<file path="src/rtl/if_id_skid_reg.sv">
// IF->ID pipeline register with a 2-entry skid buffer; 1-cycle latency, up_ready comes from registered state only.
// Optional stall/flush performance counters are enabled by defining IF_ID_SKID_PERF_EN.
module if_id_skid_reg #(
    parameter int                 PC_W      = 16,
    parameter int                 INSTR_W   = 16,
    parameter logic [INSTR_W-1:0] NOP_INSTR = '0,
    parameter int                 CNT_W     = 16
) (
    input  logic               clk,
    input  logic               rst,
    input  logic               up_valid,
    output logic               up_ready,
    input  logic [PC_W-1:0]    up_pc,
    input  logic [INSTR_W-1:0] up_instr,
    output logic               dn_valid,
    input  logic               dn_ready,
    output logic [PC_W-1:0]    dn_pc,
    output logic [INSTR_W-1:0] dn_instr,
    input  logic               flush
`ifdef IF_ID_SKID_PERF_EN
    ,
    output logic [CNT_W-1:0]   stall_cnt,
    output logic [CNT_W-1:0]   flush_cnt
`endif
);

    typedef enum logic [1:0] {
        EMPTY = 2'd0,
        ONE   = 2'd1,
        TWO   = 2'd2
    } state_t;

    state_t             state;
    state_t             state_nxt;
    logic               up_xfer;
    logic               dn_xfer;
    logic               load_head_up;
    logic               load_head_skid;
    logic               load_skid;
    logic [PC_W-1:0]    head_pc;
    logic [INSTR_W-1:0] head_instr;
    logic [PC_W-1:0]    skid_pc;
    logic [INSTR_W-1:0] skid_instr;

    assign up_xfer = up_valid & up_ready;
    assign dn_xfer = dn_valid & dn_ready;

    always_ff @(posedge clk) begin
        if (rst) begin
            state <= EMPTY;
        end else begin
            state <= state_nxt;
        end
    end

    always_comb begin
        state_nxt      = state;
        load_head_up   = 1'b0;
        load_head_skid = 1'b0;
        load_skid      = 1'b0;
        if (flush) begin
            state_nxt = EMPTY;
        end else begin
            case (state)
                EMPTY: begin
                    if (up_xfer) begin
                        state_nxt    = ONE;
                        load_head_up = 1'b1;
                    end
                end
                ONE: begin
                    if (up_xfer && dn_xfer) begin
                        load_head_up = 1'b1;
                    end else if (up_xfer) begin
                        state_nxt = TWO;
                        load_skid = 1'b1;
                    end else if (dn_xfer) begin
                        state_nxt = EMPTY;
                    end
                end
                TWO: begin
                    if (dn_xfer) begin
                        state_nxt      = ONE;
                        load_head_skid = 1'b1;
                    end
                end
                default: state_nxt = EMPTY;
            endcase
        end
    end

    // Outputs decode registered state only, so ready never depends combinationally on dn_ready.
    always_comb begin
        up_ready = (state != TWO) & ~rst;
        dn_valid = (state != EMPTY);
        dn_pc    = head_pc;
        dn_instr = (state == EMPTY) ? NOP_INSTR : head_instr;
    end

    // Flush leaves head_pc untouched; the skid entry is invalidated through the state alone.
    always_ff @(posedge clk) begin
        if (rst) begin
            head_pc    <= '0;
            head_instr <= NOP_INSTR;
            skid_pc    <= '0;
            skid_instr <= '0;
        end else if (flush) begin
            head_instr <= NOP_INSTR;
        end else begin
            if (load_head_up) begin
                head_pc    <= up_pc;
                head_instr <= up_instr;
            end else if (load_head_skid) begin
                head_pc    <= skid_pc;
                head_instr <= skid_instr;
            end
            if (load_skid) begin
                skid_pc    <= up_pc;
                skid_instr <= up_instr;
            end
        end
    end

`ifdef IF_ID_SKID_PERF_EN
    always_ff @(posedge clk) begin
        if (rst) begin
            stall_cnt <= '0;
            flush_cnt <= '0;
        end else begin
            if (dn_valid && !dn_ready && (stall_cnt != '1)) begin
                stall_cnt <= stall_cnt + 1'b1;
            end
            if (flush && (flush_cnt != '1)) begin
                flush_cnt <= flush_cnt + 1'b1;
            end
        end
    end
`else
    logic [CNT_W-1:0] unused_cnt_w;
    assign unused_cnt_w = '0;
`endif

endmodule

</file>
<file path="config.mk">
export PLATFORM = sky130hd
export DESIGN_NAME = if_id_skid_reg
export DESIGN_NICKNAME = d
export VERILOG_FILES = /design/src/rtl/if_id_skid_reg.sv
export SDC_FILE = /design/constraint.sdc
export NUM_CORES = 1
export LEC_CHECK = 0
export BUFFER_PORTS_ARGS = -buffer_cell sky130_fd_sc_hd__buf_2
export CAP_MARGIN = 20
export CORE_MARGIN = 2
export CORE_UTILIZATION = 55
export DETAILED_ROUTE_END_ITERATION = 10
export PLACE_DENSITY = 0.84
export SLEW_MARGIN = 20
export SYNTH_ARGS = -nofsm -noshare
export SYNTH_HDL_FRONTEND = slang
export SYNTH_SLANG_ARGS = --single-unit
</file>
<file path="constraint.sdc">
create_clock -name clk -period 4.3 [get_ports clk]
set_input_delay 1.29 -clock clk [delete_from_list [all_inputs] [get_ports clk]]
set_output_delay 1.29 -clock clk [all_outputs]
set_load 0.01 [all_outputs]
</file>
## Word level (Yosys, flattened, before mapping)

Cells that the tools add are included.

- Bits in registers: 66
- Input bits: 37
- Output and inout bits: 34
- Logic and storage cells: 46

- Eq/ne operators: 7
- Muxes and demuxes: 21
- Bitwise operators: 5
- Reduce and logical (&&, ||, !) cells: 8

Operators with widths:

| operator | number |
|---|---|
| $mux W16 | 5 |
| $mux W2 | 5 |
| $mux W1 | 9 |
| $ne A2 B2 Y1 const B | 4 |
| $pmux W2 S3 | 1 |
| $reduce_and A2 Y1 | 2 |
| $reduce_and A4 Y1 | 1 |
| $reduce_bool A2 Y1 | 2 |
| $and A1 B1 Y1 | 3 |
| $ne A3 B3 Y1 const B | 1 |
| $eq A2 B1 Y1 const B | 1 |
| $eq A2 B2 Y1 const B | 1 |
| $logic_not A2 Y1 | 1 |
| $not A1 Y1 | 2 |
| $pmux W1 S2 | 1 |
| $reduce_or A2 Y1 | 1 |
| $logic_and A1 B1 Y1 | 1 |

## Longest topological paths before layout

Gate-level depths: netlist of the first run.

- Depth after elaboration: 9
- Mapped depth: 6
- Mapped depth without buffers: 3

## Least setup slack after synthesis of the first run

OpenSTA, ideal clock, no wires.

- Kind: input to output
- Start point: input rst
- End point: output up_ready
- Arrival time: 1.840 ns
- Required time: 3.010 ns
- Setup slack: 1.170 ns
- Stages on the path: 3
- Path buffers: 2
- Cells stage by stage: buf_2 -> clkbuf_1 -> nor2_1

- Cells in the longest elaborated chain, start to end: 2

Ends and longest elaborated chain:

| item | line | RTL |
|---|---|---|
| from (decl) | 10 | `input logic rst,` |
| $not A1 Y1 | 94 | `up_ready = (state != TWO) & ~rst;` |
| $and A1 B1 Y1 | 94 |  |
| to (decl) | 12 | `output logic up_ready,` |

Every way passes these cells.

## Worst setup path in the final report of the first run

Same ends and word-level chain as after synthesis.

==> results of run 1 <==
## cell families (layout without fill, tap and decap cells)
logic type | count (synthesis) | in the layout | share of synthesized area
AO/OA/AOI/OAI | 99 | 99 | 0.210
buffers and inverters | 42 | 92 | 0.0794
multiplexers | 1 | 1 | 0.00336
flip-flops | 66 | 66 | 0.444
AND/OR/NAND/NOR | 160 | 160 | 0.264
## cell usage after synthesis (all sizes together)
| cell type | instances |
|---|---|
| dfxtp | 66 |
| nand2b | 1 |
| o21ai | 32 |
| or3b | 1 |
| nor2 | 3 |
| nor3 | 33 |
| a311oi | 32 |
| or2 | 1 |
| nor4b | 1 |
| or4b | 1 |
| mux2i | 1 |
| o21ba | 1 |
| inv | 1 |
| nand2 | 66 |
| nand3 | 32 |
| and4bb | 1 |
| nand4bb | 1 |
| nor2b | 19 |
| clkbuf | 19 |
| buf | 22 |
| a21oi | 34 |
## worst register-to-register path, stage by stage (launching register included)
cell and delay (ps):
dfxtp_1 560, and4bb_2 770, nand2_1 180, a311oi_1 270
## registers in the layout (all words and copies together), names as in the netlist
name,cells
skid_pc,16
state,2
head_instr,16
dn_pc,16
skid_instr,16
## metrics by stage
| stage | area, um2 | instances | utilization |
|---|---|---|---|
| after floorplan | 2980 | 368 | - |
| after global placement | 3230 | 472 | 0.624 |
| after detailed placement | 3230 | 472 | 0.624 |
| after CTS | 3430 | 488 | 0.662 |
| after global routing | 3430 | 488 | 0.663 |
| final | 3430 | 488 | 0.663 |
## power by group through the flow
stage / clock network [mW] / logic [mW] / registers, mW
after CTS: 0.527 / 0.105 / 0.632
after global routing: 0.560 / 0.115 / 0.633
after global placement: 0 / 0.102 / 0.645
after floorplan: 0 / 0.0618 / 0.648
after detailed placement: 0 / 0.104 / 0.645
final: 0.522 / 0.105 / 0.632
## routing by layer
layer,global-route usage,part of all wire,vias to the layer above
met5,0,0,-
met4,0.105,0.020,0
met3,0.0570,0.055,15
met2,0.416,0.48,91
met1,0.316,0.44,1387
li1,-,-,1404
## cell type report
cell class                 count  share of cell area
clock buffer                  14              0.0474
inverter                       1             0.00109
sequential                    66               0.385
multi-input combinational    260               0.418
clock inverter                 2              0.0102
timing repair buffer          75               0.113
tap                           70              0.0255
## how the worst min path moves through the flow
| stage | end | slack [ps] | depth (start not counted) |
|---|---|---|---|
| 3_5_place_dp | skid_pc[5] | 460 | 2 |
| 3_3_place_gp | skid_pc[5] | 450 | 2 |
| 5_1_grt | skid_instr[0] | 500 | 2 |
| 6_report | skid_pc[5] | 470 | 2 |
| 2_1_floorplan | skid_pc[5] | 440 | 2 |
| 4_1_cts | skid_pc[5] | 470 | 2 |
==> impl_metrics.toml, run 1 <==
[pwr]
comb_power_share = 0.084
finalPower_mw = 1.26
power_leakage_nw = 1.23
power_density_nw_per_um2 = 367
clkPwrFrac = 0.415
internal-power_mw = 0.961
ir_drop_v = 0.000267
switching_share = 0.237
p_switching_mw = 0.298
pwr-share-seq = 0.502

[critical_path]
path_depth = 3
worst_r2r_endpoint = "dn_pc[0]"
crit_path_start = "rst"
crit_path_end_kind = "output pin"
cpMostUsedCell = "buf_2"
rrSetupSlack_ps = 2430
slowest_stage = "buf_2"
r2r_cells = 3
cp.arrival_ps = 1690
cp_num_buf_inv = 2
cp.required_ps = 3010
cp_top_family = "buffers and inverters"
r2r-start = "state[1]"
setup.worst_path.end = "up_ready"
critPathLaunchType = "input pin"
max_stage_delay_ps = 150
cp_max_fo = 2
worst-setup-path-type = "input pin to output pin"
crit_chain = "buf_2 > nor2_1 > buf_2"

[synth]
synth_top_area_frac = 0.444
synthesis.nets = 405
postSynthCellCount = 368
synth_cell_types = 25
ys_warn_count = 0
synth_seq_cells = 66
syn_avg_cell_area_um2 = 8.09
yosysTopAreaCell = "dfxtp_1"
synth.cell_area_um2 = 2980
synth_area_leaders = "dfxtp_1 (44%), a311oi_1 (9.4%), nand2_1 (8.3%)"
ys_seq_area_frac = 0.444

[placement]
hpwlAfterDp_mm = 4.25
port_buffers = 70
place_ws_ps = 995
gp_congestion = 0.735

[routing]
viasPerCell = 5.94
drc = 0
drtIter0Drc = 236
wl_per_cell_um = 15.0
antenna_left = 0
wl_mm = 7.32
drtPass1Iterations = 5
vias = 2897

[die]
die_w_um = 77.6
dieArea_um2 = 6020
die_h_um = 77.6
io_pins = 71
rows = 26
initial_core_util = 0.576
core_area_um2 = 5170

[sta]
rsz0062_at_grt = "false"
fin_crit_ps = 2980
setup_violations = 0
hold_ws_ps = 470
hold_violations = 0
fin_worst_skew_ps = 7.35
max_freq_ghz = 0.335
slew_violations = 0
fin_tns_setup_ps = 0
finalWorstSetupSlack_ps = 1320
maxSlewHeadroom = 0.530
period_share = 0.694
max_slew.worst_pin.slew_ps = 706

[clock_tree]
cts.sinks = 66
cts_root_buf = "clkbuf_8"
cts_tree = "done"
path_clk_slew_ps = 60
h-tree-depth = 3
cts.repair.resized = 0
numCtsBuffers = 9
cts_buffer_depth = 2
cts_hold_buf = 0
postCtsSetupRepairBufs = 0
worst_skew_pair.late_latency_ps = 350

[final_layout]
seqCellArea_um2 = 1320
nNetsFinal = 450
diodes = 0
drive_above_1_share = 0.234
most-common-layout-cells = "buf_2 (70), dfxtp_1 (66), nand2_1 (65), a21oi_1 (34), nor3_1 (33)"
area_growth_syn_to_layout_pct = 15.2
multi_input_area_um2 = 1430
final_common_cell = "buf_2"
fillerInstances = 472

[global_routing]
grt.total_usage = 0.252
grt_overflow = 0
antenna_found_initial = 0
grt_max_degree = 65
grt_pass1_vias = 2648
grt_pass1_wl_mm = 12.3

[run]
cap_viol_max_count = 0

[min_path]
min_path_type = "flop to flop"
hold_start = "skid_pc[5]"

[outcome]
status = "completed"
Power figures use the tool's default switching activity.
==> run 2, diff against run 1 <==
--- a/config.mk
+++ b/config.mk
@@ -8,9 +8,9 @@
 export BUFFER_PORTS_ARGS = -buffer_cell sky130_fd_sc_hd__buf_2
 export CAP_MARGIN = 20
 export CORE_MARGIN = 2
-export CORE_UTILIZATION = 55
+export CORE_UTILIZATION = 48
 export DETAILED_ROUTE_END_ITERATION = 10
-export PLACE_DENSITY = 0.84
+export PLACE_DENSITY = 0.78
 export SLEW_MARGIN = 20
 export SYNTH_ARGS = -nofsm -noshare
 export SYNTH_HDL_FRONTEND = slang
==> constraint.sdc (replaced) <==
create_clock -name clk -period 2.7 [get_ports clk]
set_input_delay 0.81 -clock clk [delete_from_list [all_inputs] [get_ports clk]]
set_output_delay 0.81 -clock clk [all_outputs]
set_load 0.01 [all_outputs]
==> impl_metrics.toml, run 2 (same netlist as run 1, synthesis figures left out) <==
[outcome]
status = "completed"

[final_layout]
area_growth_syn_to_layout_pct = 17.4
final_common_cell = "buf_2"
fillerInstances = 567
most-common-layout-cells = "buf_2 (70), nand2_1 (66), dfxtp_1 (66), a21oi_1 (34), nor3_1 (33)"
nNetsFinal = 453
multi_input_area_um2 = 1430
fin_util = 0.587
fin_cells = 495
diodes = 0
drive_above_1_share = 0.238
seqCellArea_um2 = 1320
design_area_um2 = 3490

[sta]
max_freq_ghz = 0.417
hold_ws_ps = 475
period_share = 0.887
max_slew.worst_pin.slew_ps = 719
maxSlewHeadroom = 0.520
slew_violations = 0
setup_violations = 0
fin_tns_setup_ps = 0
rsz0062_at_grt = "false"
hold_violations = 0
finalWorstSetupSlack_ps = 304
fin_worst_skew_ps = 7.04
fin_crit_ps = 2400

[placement]
place_ws_ps = 304
port_buffers = 70
gp_congestion = 0.735
hpwlAfterDp_mm = 4.49
dp.cells = 480
placed_area_um2 = 3310

[pwr]
power_density_nw_per_um2 = 568
ir_drop_v = 0.000406
power_leakage_nw = 1.26
finalPower_mw = 1.99

[die]
die_h_um = 82.8
dieArea_um2 = 6850
core_area_um2 = 5960
die_w_um = 82.8
io_pins = 71
initial_core_util = 0.500
rows = 28

[routing]
wl_met1_mm = 3.42
wl_met3_um = 468
drc = 0
drtPass1Iterations = 5
wl_mm = 7.54
wl_met2_mm = 3.55
drtIter0Drc = 215
wl_per_cell_um = 15.2
maxUsedRoutingLayer = "met4"
vias = 2866
viasPerCell = 5.79
antenna_left = 0

[global_routing]
grt_pass1_wl_mm = 12.1
antenna_found_initial = 0
grt_pass1_vias = 2653
grt_max_degree = 65
grt.total_usage = 0.231
grt_overflow = 0

[critical_path]
cp.required_ps = 1890
worst-setup-path-type = "flop to output pin"
cp_max_fo = 17
cp.arrival_ps = 1590
crit_path_end_kind = "output pin"
critPathLaunchType = "flop"

[clock_tree]
cts_buffer_depth = 2
path_clk_slew_ps = 70
cts_tree = "done"
numCtsBuffers = 9
worst_skew_pair.late_latency_ps = 350
h-tree-depth = 3
cts.repair.resized = 1
cts_hold_buf = 0
cts_root_buf = "clkbuf_8"
postCtsSetupRepairBufs = 0
cts.sinks = 66

[run]
cap_viol_max_count = 0

[min_path]
min_path_type = "flop to flop"
run 2: cell types whose count changed in the layout (fill, tap and decap cells not counted), sizes merged:
cell / delta
clkbuf: -2
clkinv: +1
buf: +3
run 2: critical path, stage by stage (launching register included):
cell	delay [ps]
dfxtp_1	390
nor2_2	560
nor2b_1	120
buf_2	170
run 2: path summary, 6_finish.rpt:
kind,from,endpoint,slack (ps),depth (start not counted)
setup reg to reg,state[1],head_instr[5],850,4
setup / recovery,state[0],dn_instr[15],300,3
hold reg to reg,skid_pc[5],skid_pc[5],470,2
hold / removal,skid_pc[5],skid_pc[5],470,2
run 2: area by class of cell:
type | instances | area share
Clock inverter | 3 | 0.0115
Tap cell | 75 | 0.0269
Sequential cell | 66 | 0.378
Inverter | 1 | 0.00107
Clock buffer | 12 | 0.0415
Multi-Input combinational cell | 260 | 0.409
Timing Repair Buffer | 78 | 0.132
run 2: routing by layer:
layer,vias up,GRT usage
li1,1410,-
met1,1348,0.290
met2,94,0.379
met3,14,0.0728
met4,0,0.0705
met5,-,0
run 2: report_power, final:
part	switching [mW]	leakage [nW]	internal (mW)
combinational	0.110	0.628	0.0637
sequential	0.0114	0.534	0.995
clock	0.362	0.0962	0.444
